**config.mk**
```make
export PLATFORM = sky130hd
export DESIGN_NAME = packer_n_to_w_flat
export DESIGN_NICKNAME = d
export VERILOG_FILES = /design/src/rtl/packer_n_to_w_if.sv /design/src/rtl/packer_n_to_w.sv /design/src/flat_wrapper.sv
export SDC_FILE = /design/constraint.sdc
export NUM_CORES = 1
export LEC_CHECK = 0
export BUFFER_PORTS_ARGS = -buffer_cell sky130_fd_sc_hd__buf_4
export CAP_MARGIN = 40
export CELL_PAD_IN_SITES_DETAIL_PLACEMENT = 0
export CELL_PAD_IN_SITES_GLOBAL_PLACEMENT = 1
export CORE_MARGIN = 1.5
export CORE_UTILIZATION = 45
export DETAILED_ROUTE_END_ITERATION = 8
export PLACE_DENSITY_LB_ADDON = 0.1
export RECOVER_POWER = 50
export SKIP_CTS_REPAIR_TIMING = 1
export SYNTH_ARGS = -nofsm -noshare
export SYNTH_HDL_FRONTEND = slang
export SYNTH_SLANG_ARGS = --single-unit
```
**constraint.sdc**
```tcl
create_clock -name clk_4f -period 7.2 [get_ports clk_4f]
set_input_delay 2.16 -clock clk_4f [delete_from_list [all_inputs] [get_ports clk_4f]]
set_output_delay 2.16 -clock clk_4f [all_outputs]
set_load 0.005 [all_outputs]
```
**src/rtl/packer_n_to_w_if.sv**
```systemverilog
// packer_n_to_w_if: bus between the lane receiver and the narrow-to-wide packer.
//   master : producer side (drives beats, observes packed words and status)
//   slave  : packer side
// Signals:
//   data_in    [IN_W-1:0]   input beat
//   valid_in                data_in valid this cycle
//   flush                   emit partial word (only with PACKER_FLUSH_EN defined)
//   data_out   [OUT_W-1:0]  packed word
//   valid_out               data_out valid for the current output slot
//   overflow                sticky, a completed word was dropped
//   fill_level              words currently buffered
// Optional feature macro: PACKER_FLUSH_EN (adds flush).
interface packer_n_to_w_if #(
  parameter int IN_W       = 8,
  parameter int RATIO      = 4,
  parameter int FIFO_DEPTH = 2
);
  localparam int OUT_W = IN_W * RATIO;
  localparam int CNT_W = $clog2(FIFO_DEPTH + 1);

  logic [IN_W-1:0]  data_in;
  logic             valid_in;
`ifdef PACKER_FLUSH_EN
  logic             flush;
`endif
  logic [OUT_W-1:0] data_out;
  logic             valid_out;
  logic             overflow;
  logic [CNT_W-1:0] fill_level;

`ifdef PACKER_FLUSH_EN
  modport master (output data_in, valid_in, flush,
                  input  data_out, valid_out, overflow, fill_level);
  modport slave  (input  data_in, valid_in, flush,
                  output data_out, valid_out, overflow, fill_level);
`else
  modport master (output data_in, valid_in,
                  input  data_out, valid_out, overflow, fill_level);
  modport slave  (input  data_in, valid_in,
                  output data_out, valid_out, overflow, fill_level);
`endif
endinterface

```
**src/rtl/packer_n_to_w.sv**
```systemverilog
// packer_n_to_w: collects RATIO beats of IN_W bits into one OUT_W word, buffers
// completed words in a FIFO_DEPTH-entry FIFO and releases one word per output
// slot of OUT_PERIOD clk_4f cycles (emulating the slower clk_f domain).
// Ports:
//   clk_4f  fast clock, posedge
//   reset   synchronous, active-high
//   bus     packer_n_to_w_if.slave (beats in, packed words + status out)
// Parameters: IN_W, RATIO (>=2), FIFO_DEPTH (>=1, power of 2), OUT_PERIOD (>=1),
//   MSB_FIRST (1: beat 0 lands in the top lane, 0: beat 0 lands in bits [IN_W-1:0]).
// Optional feature macro: PACKER_FLUSH_EN (flush pushes a partial word).
module packer_n_to_w #(
  parameter int IN_W       = 8,
  parameter int RATIO      = 4,
  parameter int FIFO_DEPTH = 2,
  parameter int OUT_PERIOD = 4,
  parameter bit MSB_FIRST  = 1'b1
) (
  input  logic            clk_4f,
  input  logic            reset,
  packer_n_to_w_if.slave  bus
);
  localparam int OUT_W = IN_W * RATIO;
  localparam int SEL_W = $clog2(RATIO);
  localparam int PH_W  = (OUT_PERIOD > 1) ? $clog2(OUT_PERIOD) : 1;
  localparam int AW    = (FIFO_DEPTH > 1) ? $clog2(FIFO_DEPTH) : 1;
  localparam int CNT_W = $clog2(FIFO_DEPTH + 1);

  localparam logic [SEL_W-1:0] SEL_LAST = SEL_W'(RATIO - 1);
  localparam logic [PH_W-1:0]  PH_LAST  = PH_W'(OUT_PERIOD - 1);
  localparam logic [AW-1:0]    PTR_LAST = AW'(FIFO_DEPTH - 1);
  localparam logic [CNT_W-1:0] CNT_FULL = CNT_W'(FIFO_DEPTH);

  // assembly
  logic [SEL_W-1:0]            sel;
  logic [RATIO-1:0][IN_W-1:0]  lane_q;
  logic [RATIO-1:0][IN_W-1:0]  lane_nxt;
  logic [RATIO-1:0]            lane_wr;
  logic [OUT_W-1:0]            word;
  logic                        beat, last_beat, flush_req, push;

  // fifo / slots
  logic [OUT_W-1:0]            mem [FIFO_DEPTH];
  logic [AW-1:0]               wr_ptr, rd_ptr;
  logic [CNT_W-1:0]            count;
  logic [PH_W-1:0]             phase;
  logic                        slot_end, pop, push_ok;

  logic [OUT_W-1:0]            data_out_q;
  logic                        valid_out_q, overflow_q;

  assign beat      = bus.valid_in;
  assign last_beat = beat && (sel == SEL_LAST);

`ifdef PACKER_FLUSH_EN
  // A beat arriving with flush is captured first (via lane_nxt), so the
  // pushed word includes it; a flush with nothing collected does nothing.
  assign flush_req = bus.flush && ((sel != '0) || beat);
`else
  assign flush_req = 1'b0;
`endif

  assign push = last_beat || flush_req;

  // Per-lane assembly register. lane_nxt is the lane contents including a
  // beat landing this cycle, so the word pushed on the completing edge is
  // whole without waiting for the register update.
  for (genvar i = 0; i < RATIO; i++) begin : g_lane
    assign lane_wr[i]  = beat && (sel == SEL_W'(i));
    assign lane_nxt[i] = lane_wr[i] ? bus.data_in : lane_q[i];

    always_ff @(posedge clk_4f) begin
      if (reset || push)   lane_q[i] <= '0;
      else if (lane_wr[i]) lane_q[i] <= bus.data_in;
    end

    if (MSB_FIRST) begin : g_msb
      assign word[OUT_W-1-i*IN_W -: IN_W] = lane_nxt[i];
    end else begin : g_lsb
      assign word[i*IN_W +: IN_W] = lane_nxt[i];
    end
  end

  assign slot_end = (phase == PH_LAST);
  assign pop      = slot_end && (count != '0);
  // Pop is evaluated first: a full FIFO still accepts when a slot drains it.
  assign push_ok  = push && ((count != CNT_FULL) || pop);

  always_ff @(posedge clk_4f) begin
    if (push_ok) mem[wr_ptr] <= word;
  end

  always_ff @(posedge clk_4f) begin
    if (reset) begin
      sel         <= '0;
      phase       <= '0;
      wr_ptr      <= '0;
      rd_ptr      <= '0;
      count       <= '0;
      data_out_q  <= '0;
      valid_out_q <= 1'b0;
      overflow_q  <= 1'b0;
    end else begin
      if (push)      sel <= '0;
      else if (beat) sel <= sel + 1'b1;

      phase <= slot_end ? '0 : phase + 1'b1;

      if (push_ok)   wr_ptr <= (wr_ptr == PTR_LAST) ? '0 : wr_ptr + 1'b1;
      else if (push) overflow_q <= 1'b1;

      if (pop) rd_ptr <= (rd_ptr == PTR_LAST) ? '0 : rd_ptr + 1'b1;

      unique case ({push_ok, pop})
        2'b10:   count <= count + 1'b1;
        2'b01:   count <= count - 1'b1;
        default: count <= count;
      endcase

      // Outputs only change at slot boundaries, so they hold a full slot.
      if (slot_end) begin
        valid_out_q <= pop;
        if (pop) data_out_q <= mem[rd_ptr];
      end
    end
  end

  assign bus.data_out   = data_out_q;
  assign bus.valid_out  = valid_out_q;
  assign bus.overflow   = overflow_q;
  assign bus.fill_level = count;
endmodule

```
**src/flat_wrapper.sv**
```systemverilog
// flat-port wrapper written by rule: the top's interface ports become plain ports
module packer_n_to_w_flat 
#(
  parameter int IN_W       = 8,
  parameter int RATIO      = 4,
  parameter int FIFO_DEPTH = 2,
  parameter int OUT_PERIOD = 4,
  parameter bit MSB_FIRST  = 1'b1
)
  (clk_4f, reset, bus_data_in, bus_valid_in, bus_data_out, bus_valid_out, bus_overflow, bus_fill_level);
  packer_n_to_w_if #(.IN_W(IN_W), .RATIO(RATIO), .FIFO_DEPTH(FIFO_DEPTH)) bus_i ();
  input  logic clk_4f;
  input  logic reset;
  input wire logic [$bits(bus_i.data_in)-1:0] bus_data_in;
  input wire logic [$bits(bus_i.valid_in)-1:0] bus_valid_in;
  output wire logic [$bits(bus_i.data_out)-1:0] bus_data_out;
  output wire logic [$bits(bus_i.valid_out)-1:0] bus_valid_out;
  output wire logic [$bits(bus_i.overflow)-1:0] bus_overflow;
  output wire logic [$bits(bus_i.fill_level)-1:0] bus_fill_level;
  assign bus_i.data_in = bus_data_in;
  assign bus_i.valid_in = bus_valid_in;
  assign bus_data_out = bus_i.data_out;
  assign bus_valid_out = bus_i.valid_out;
  assign bus_overflow = bus_i.overflow;
  assign bus_fill_level = bus_i.fill_level;
  packer_n_to_w #(.IN_W(IN_W), .RATIO(RATIO), .FIFO_DEPTH(FIFO_DEPTH), .OUT_PERIOD(OUT_PERIOD), .MSB_FIRST(MSB_FIRST)) u_core (.clk_4f(clk_4f), .reset(reset), .bus(bus_i));
endmodule
```
Word level (Yosys, flattened, before mapping)
Memories as Yosys holds them, arrays and structs flattened. A register that Yosys moved wholly into a read port is not among the register bits.
Index checks and enable logic that the tools add are counted.
Widths: inputs -> output; s select.
- flip-flop bits (word level): 42
- memory bits (writable): 64
- bits of input ports: 11
- output and inout port bits: 36
- word-level logic and storage cells: 50
- memories: 1
- $add $sub $neg: 6
- eq/ne operators: 7
- muxes and demuxes: 9
- bitwise operators: 1
- reductions and logical operators: 15
- memory list (memory ; words ; width ; read ports ; clocked after Yosys merged registers in ; wr ports ; line ; RTL):
    u_core.mem ; 2 ; 32 ; 1 ; 1 ; 1 ; packer_n_to_w.sv:42 ; logic [OUT_W-1:0] mem [FIFO_DEPTH];
- operator list (kind ; count):
    $mux 8 ; 4
    $eq 2x2->1 const B ; 4
    $add 2x1->2 const B ; 3
    $logic_and 1x1->1 ; 6
    $eq 2x1->1 const B ; 2
    $mux 1 ; 4
    $pmux 2 s2 ; 1
    $reduce_and 2->1 ; 2
    $reduce_bool 2->1 ; 2
    $reduce_or 2->1 ; 2
    $add 1x1->1 const B ; 2
    $logic_not 2->1 ; 1
    $logic_or 1x1->1 ; 2
    $ne 2x2->1 const B ; 1
    $sub 2x1->2 const B ; 1
    $not 1->1 ; 1

Longest topological paths before layout
- depth after elaboration: 6
- depth in mapped cells: 8
- gate-level depth less buffers: 7

Worst setup path after synthesis
No wires, ideal clock.
- kind: input -> register
- from: input port bus_valid_in
- to: memory u_core.mem[1][0] (netlist bit), enable pin
- setup time: 421 ps
- data arrival time: 4135 ps
- required time: 6779 ps
- setup slack: 2644 ps
- stages on the path: 5
- path buffers: 2
- cells stage by stage: buf_6 nand2_1 buf_4 or2_1 nor2_1
- longest elaborated chain between the ends: 4
- RTL lines (item ; line ; RTL):
    start: declaration ; flat_wrapper.sv:15 ; input wire logic [$bits(bus_i.valid_in)-1:0] bus_valid_in;
    $logic_and 1x1->1 ; packer_n_to_w.sv:52 ; assign last_beat = beat && (sel == SEL_LAST);
    $logic_and 1x1->1 ; packer_n_to_w.sv:86 ; assign push_ok = push && ((count != CNT_FULL) || pop);
    $mux 1 ; packer_n_to_w.sv:89 ; if (push_ok) mem[wr_ptr] <= word;
    $mux 1 (not written as such) ; packer_n_to_w.sv:89 ;
    end: declaration ; packer_n_to_w.sv:42 ;
No other way between the ends.

Worst setup path in the final report
- from: input port reset
- to: register u_core.lane_q[24] (netlist bit)
- longest elaborated chain between the ends: 1
- RTL lines (item ; line ; RTL):
    start: declaration ; flat_wrapper.sv:13 ; input logic reset;
    $logic_or 1x1->1 ; packer_n_to_w.sv:72 ; if (reset || push) lane_q[i] <= '0;
    end signal: indexed assignment ; packer_n_to_w.sv:73 ; else if (lane_wr[i]) lane_q[i] <= bus.data_in;
    end: declaration ; packer_n_to_w.sv:35 ; logic [RATIO-1:0][IN_W-1:0] lane_q;
No other way between the ends.
A chain may end at the register's enable or synchronous reset.

==> metrics list <==
- Counting instances in the post-synthesis netlist gives the leading cell types as sky130_fd_sc_hd__dfxtp_1, sky130_fd_sc_hd__edfxtp_1, sky130_fd_sc_hd__nor2_1.
- For this run, design rule violations remaining after detail routing come to 0.
- During I/O placement, the number of pins put on the boundary was 47.
- Final Routed Wirelength: ~9300 µm
- In this run, flip-flops and latches consume between 40% and 50% of the power.
- Violations in the final reports: max-capacitance violations, max-slew violations
- Synth unique cells: 30
- Detailed placement ended at an HPWL of between 5000 and 6000 µm.
- Most repeated cell in the gate-level netlist after synthesis: sky130_fd_sc_hd__dfxtp_1
* Synthesized area divided by synthesized cell count: 14.5 µm²
- The worst path meets setup with approximately 2.7 ns of slack.
* Clock-pin slew on the worst setup and hold paths: ~0.05 ns
* Endpoints failing setup: 0
- CTS H-tree depth: 4
* Post-synthesis sequential element count: between 100 and 150
- Using the TritonRoute via totals, the vias-per-cell ratio works out to 4.91.
- After the last flow step, the layout net total stands at ~430.
* Post-Route Skew: 0.0118 ns
* Total power divided by cell area: 284 nW/µm²
- CTS tree: built
- In this run, the clock network consumes around 49% of the power.
* Achievable frequency: 0.220 GHz
- At the pin with the least slew margin, the transition time is around 2.3 ns.
* Remaining Overflow, GRT: 0
* Portion of total power attributed to combinational logic: around 3.3%
* Worst-case reg-to-reg path depth: 6
- Min cycle time layout: 4.54 ns
- Static leakage: between 2 and 2.5 nW
* Area of the mapped netlist: ~5200 µm²
- At the end of routability-driven placement, the weighted congestion stood at around 0.7.
- The worst register-to-register path ends at u_core.bus.fill_level[1].
* Diodes inserted: 0
- Critical path arrival: 4.83 ns
* Switching Fraction: about a fifth
* Die Y: 111 µm
* Largest buffer count on any clock path: 2
- CTS root buffer: sky130_fd_sc_hd__clkbuf_16
- Pwr Total: approximately 0.0017 W
* Fin cells: 566
- Placed Cells incl. Taps: 534
* All-Layer GR Usage: between 10% and 20%
- The via count of the first global-routing pass was around 2800.
* Type of element launching the critical path: input port
- Vias after detailed routing: roughly 2800
- In the synthesized netlist the dominant register cell turns out to be sky130_fd_sc_hd__dfxtp_1.
* Number of antenna violations at the first check in global routing: 0
- Crit path launch: reset
- Relative to the synthesized area, the layout overhead comes to 17.1%.
- The first global-routing pass estimated 15200 µm of wire.
- Final Max Tran Viols: 43
* Initial Utilization: 46.0%
* Number of clock sinks: between 100 and 150
* Core Rows: 39
- In the post-synthesis netlist, the biggest area contributors are sky130_fd_sc_hd__edfxtp_1, sky130_fd_sc_hd__dfxtp_1, sky130_fd_sc_hd__mux2_2.
* Unrepaired setup endpoints after global routing: false
* Post-Place Worst Slack: 3.23 ns
- Entering global routing, the biggest net connects 67 pins.
* Crit Path Max Fanout: 42
- The worst pin sits at a relative slew slack of -52.2%.
- For this design the total switching power over the nets is approximately 0.00035 W.
- Outcome: complete, but fails checks
- Last element of the critical path: u_core.lane_q[24]
- For the worst-skew pair, the clock arrives at the later sink with an insertion delay of about 0.42 ns.
- Across the run, the number of max-cap violations was 1.
* Total CTS buffers: 17
* Slack of the worst reg-to-reg path: between 4 and 5 ns
* Number of cells produced by synthesis: 361
- The detail route stage leaves a number of antenna-violating nets equal to 0.
- Worst min path class: reg -> reg
- In the final routed layout, each cell accounts on average for roughly 17 µm.
* Nets in the synthesized netlist: between 300 and 400
- Post-synth EDFFs: 64
* Startpoint of the worst register-to-register path: u_core.sel[0]
- Setup CP Type: in -> reg
* Number of detailed-route iterations in the first pass: 4
- Synth Warn #: 0
* Critical Path Sink Type: register
- Data on the critical path is required at its endpoint by ~7.5 ns.
- Port-buffer cells: 46
* Initial DRC count: ~130
* Top cell type by total area after synthesis: sky130_fd_sc_hd__edfxtp_1
- Of the cells placed in the final design, the portion with a size suffix greater than 1 is about 22%.
- The floorplan step defined a die boundary enclosing 12300 µm².
- Die width: between 100 and 150 µm
- The final critical path takes up a little over three fifths of the cycle.
- Internal power of the cells: 0.00139 W
* Post-Route Setup TNS: 0 ns
- Area share of the leading cell type in the synthesized netlist: a little under two fifths
- Number of hold violations in the final report: 0
- Core Footprint: approximately 11000 µm²
- The worst-case IR drop observed on VDD is roughly 0.18 mV.
* Proportion of synthesized chip area in sequential cells: roughly 65%
- For this run, asynchronously set or reset flops after synthesis account for 0%.
## layout make-up
| cell class | count | area, µm² |
|---|---|---|
| clock inverters | 8 | 95.1 |
| fillers | 967 | 5250 |
| repair buffers | 51 | 392 |
| well taps | 143 | 179 |
| multi-input cells | 197 | 1550 |
| clock buffers | 24 | 482 |
| inverters | 5 | 18.8 |
| flip-flops and latches | 138 | 3400 |
## per-layer routing
metal / vias to the layer above / routed length (µm) / part of all wire (%) / GRT usage [%]
met1: 1343 / 4620 / 49 / 21.7
met4: 0 / 144 / 1.5 / 7.18
li1: 1389 / - / - / -
met5: - / 0 / 0 / 0
met3: 10 / 266 / 2.8 / 4.76
met2: 39 / 4310 / 46 / 25.3
## worst min path at each step
| stage | from | end | slack, ns | cells after the start |
|---|---|---|---|---|
| after floorplan | u_core.phase[0] | u_core.phase[0] | 0.40 | 1 |
| after global placement | u_core.phase[0] | u_core.phase[0] | 0.41 | 1 |
| after detailed placement | u_core.phase[0] | u_core.phase[0] | 0.43 | 1 |
| after CTS | u_core.phase[0] | u_core.phase[0] | 0.44 | 1 |
| after global routing | u_core.phase[0] | u_core.phase[0] | 0.45 | 1 |
| final | u_core.phase[0] | u_core.phase[0] | 0.44 | 1 |
## worst max-delay path: stages
cell                       delay [ns]
sky130_fd_sc_hd__clkbuf_1        1.60
sky130_fd_sc_hd__a21oi_1         0.06
sky130_fd_sc_hd__clkbuf_1        0.61
sky130_fd_sc_hd__and2_1          0.39
## stage by stage
stage | cell area [µm²] | hold WS (ns) | utilization, %
finish | 6120 | 0.435 | 53.8
global placement | 5640 | 0.413 | 49.6
floorplan | 5230 | 0.404 | -
CTS | 6240 | 0.443 | 54.9
detailed placement | 5660 | 0.429 | 49.8
global route | 6120 | 0.447 | 53.8
## sequential cells by signal (all words and copies together), names as in the netlist
name                   flops
u_core.bus.data_out       32
u_core.wr_ptr              1
u_core.bus.overflow        1
u_core.bus.fill_level      2
u_core.rd_ptr              1
u_core.mem                64
u_core.lane_q             32
u_core.phase               2
u_core.bus.valid_out       1
u_core.sel                 2
## cells by family (layout without fill, tap and decap cells)
| logic type | after synthesis | in the layout | synth area share, % |
|---|---|---|---|
| flip-flops | 138 | 138 | 65.1 |
| AO/OA/AOI/OAI | 40 | 40 | 8.14 |
| AND/OR/NAND/NOR | 82 | 82 | 8.23 |
| XOR/XNOR | 4 | 4 | 0.670 |
| multiplexers | 65 | 65 | 13.2 |
| adder cells (fa/ha/maj) | 6 | 6 | 1.44 |
| buffers and inverters | 26 | 88 | 3.23 |
## power groups by stage
stage	Clock [W]	Combinational (W)	Sequential [W]
2_1_floorplan	0	0.0000453	0.000853
3_3_place_gp	0	0.0000635	0.000854
3_5_place_dp	0	0.0000655	0.000854
4_1_cts	0.000862	0.0000660	0.000838
5_1_grt	0.000898	0.0000634	0.000839
6_report	0.000842	0.0000566	0.000838
## layout by cell type (no fill, tap or decap), drive strengths merged
| cell | netlist | final |
|---|---|---|
| nor2 | 39 | 39 |
| nor3b | 2 | 2 |
| dfxtp | 74 | 74 |
| nand2 | 4 | 4 |
| buf | 15 | 48 |
| clkbuf | 6 | 27 |
| a31oi | 1 | 1 |
| o21a | 1 | 1 |
| ha | 6 | 6 |
| or2b | 1 | 1 |
| xor2 | 1 | 1 |
| bufinv | 0 | 2 |
| and2 | 32 | 32 |
| edfxtp | 64 | 64 |
| clkinvlp | 0 | 2 |
| a211oi | 32 | 32 |
| xnor2 | 3 | 3 |
| inv | 5 | 5 |
| o21ai | 2 | 2 |
| or3 | 2 | 2 |
| mux2i | 33 | 33 |
| or2 | 1 | 1 |
| nor3 | 1 | 1 |
| clkinv | 0 | 4 |
| a21oi | 4 | 4 |
| mux2 | 32 | 32 |
Power figures use the tool's default switching activity.
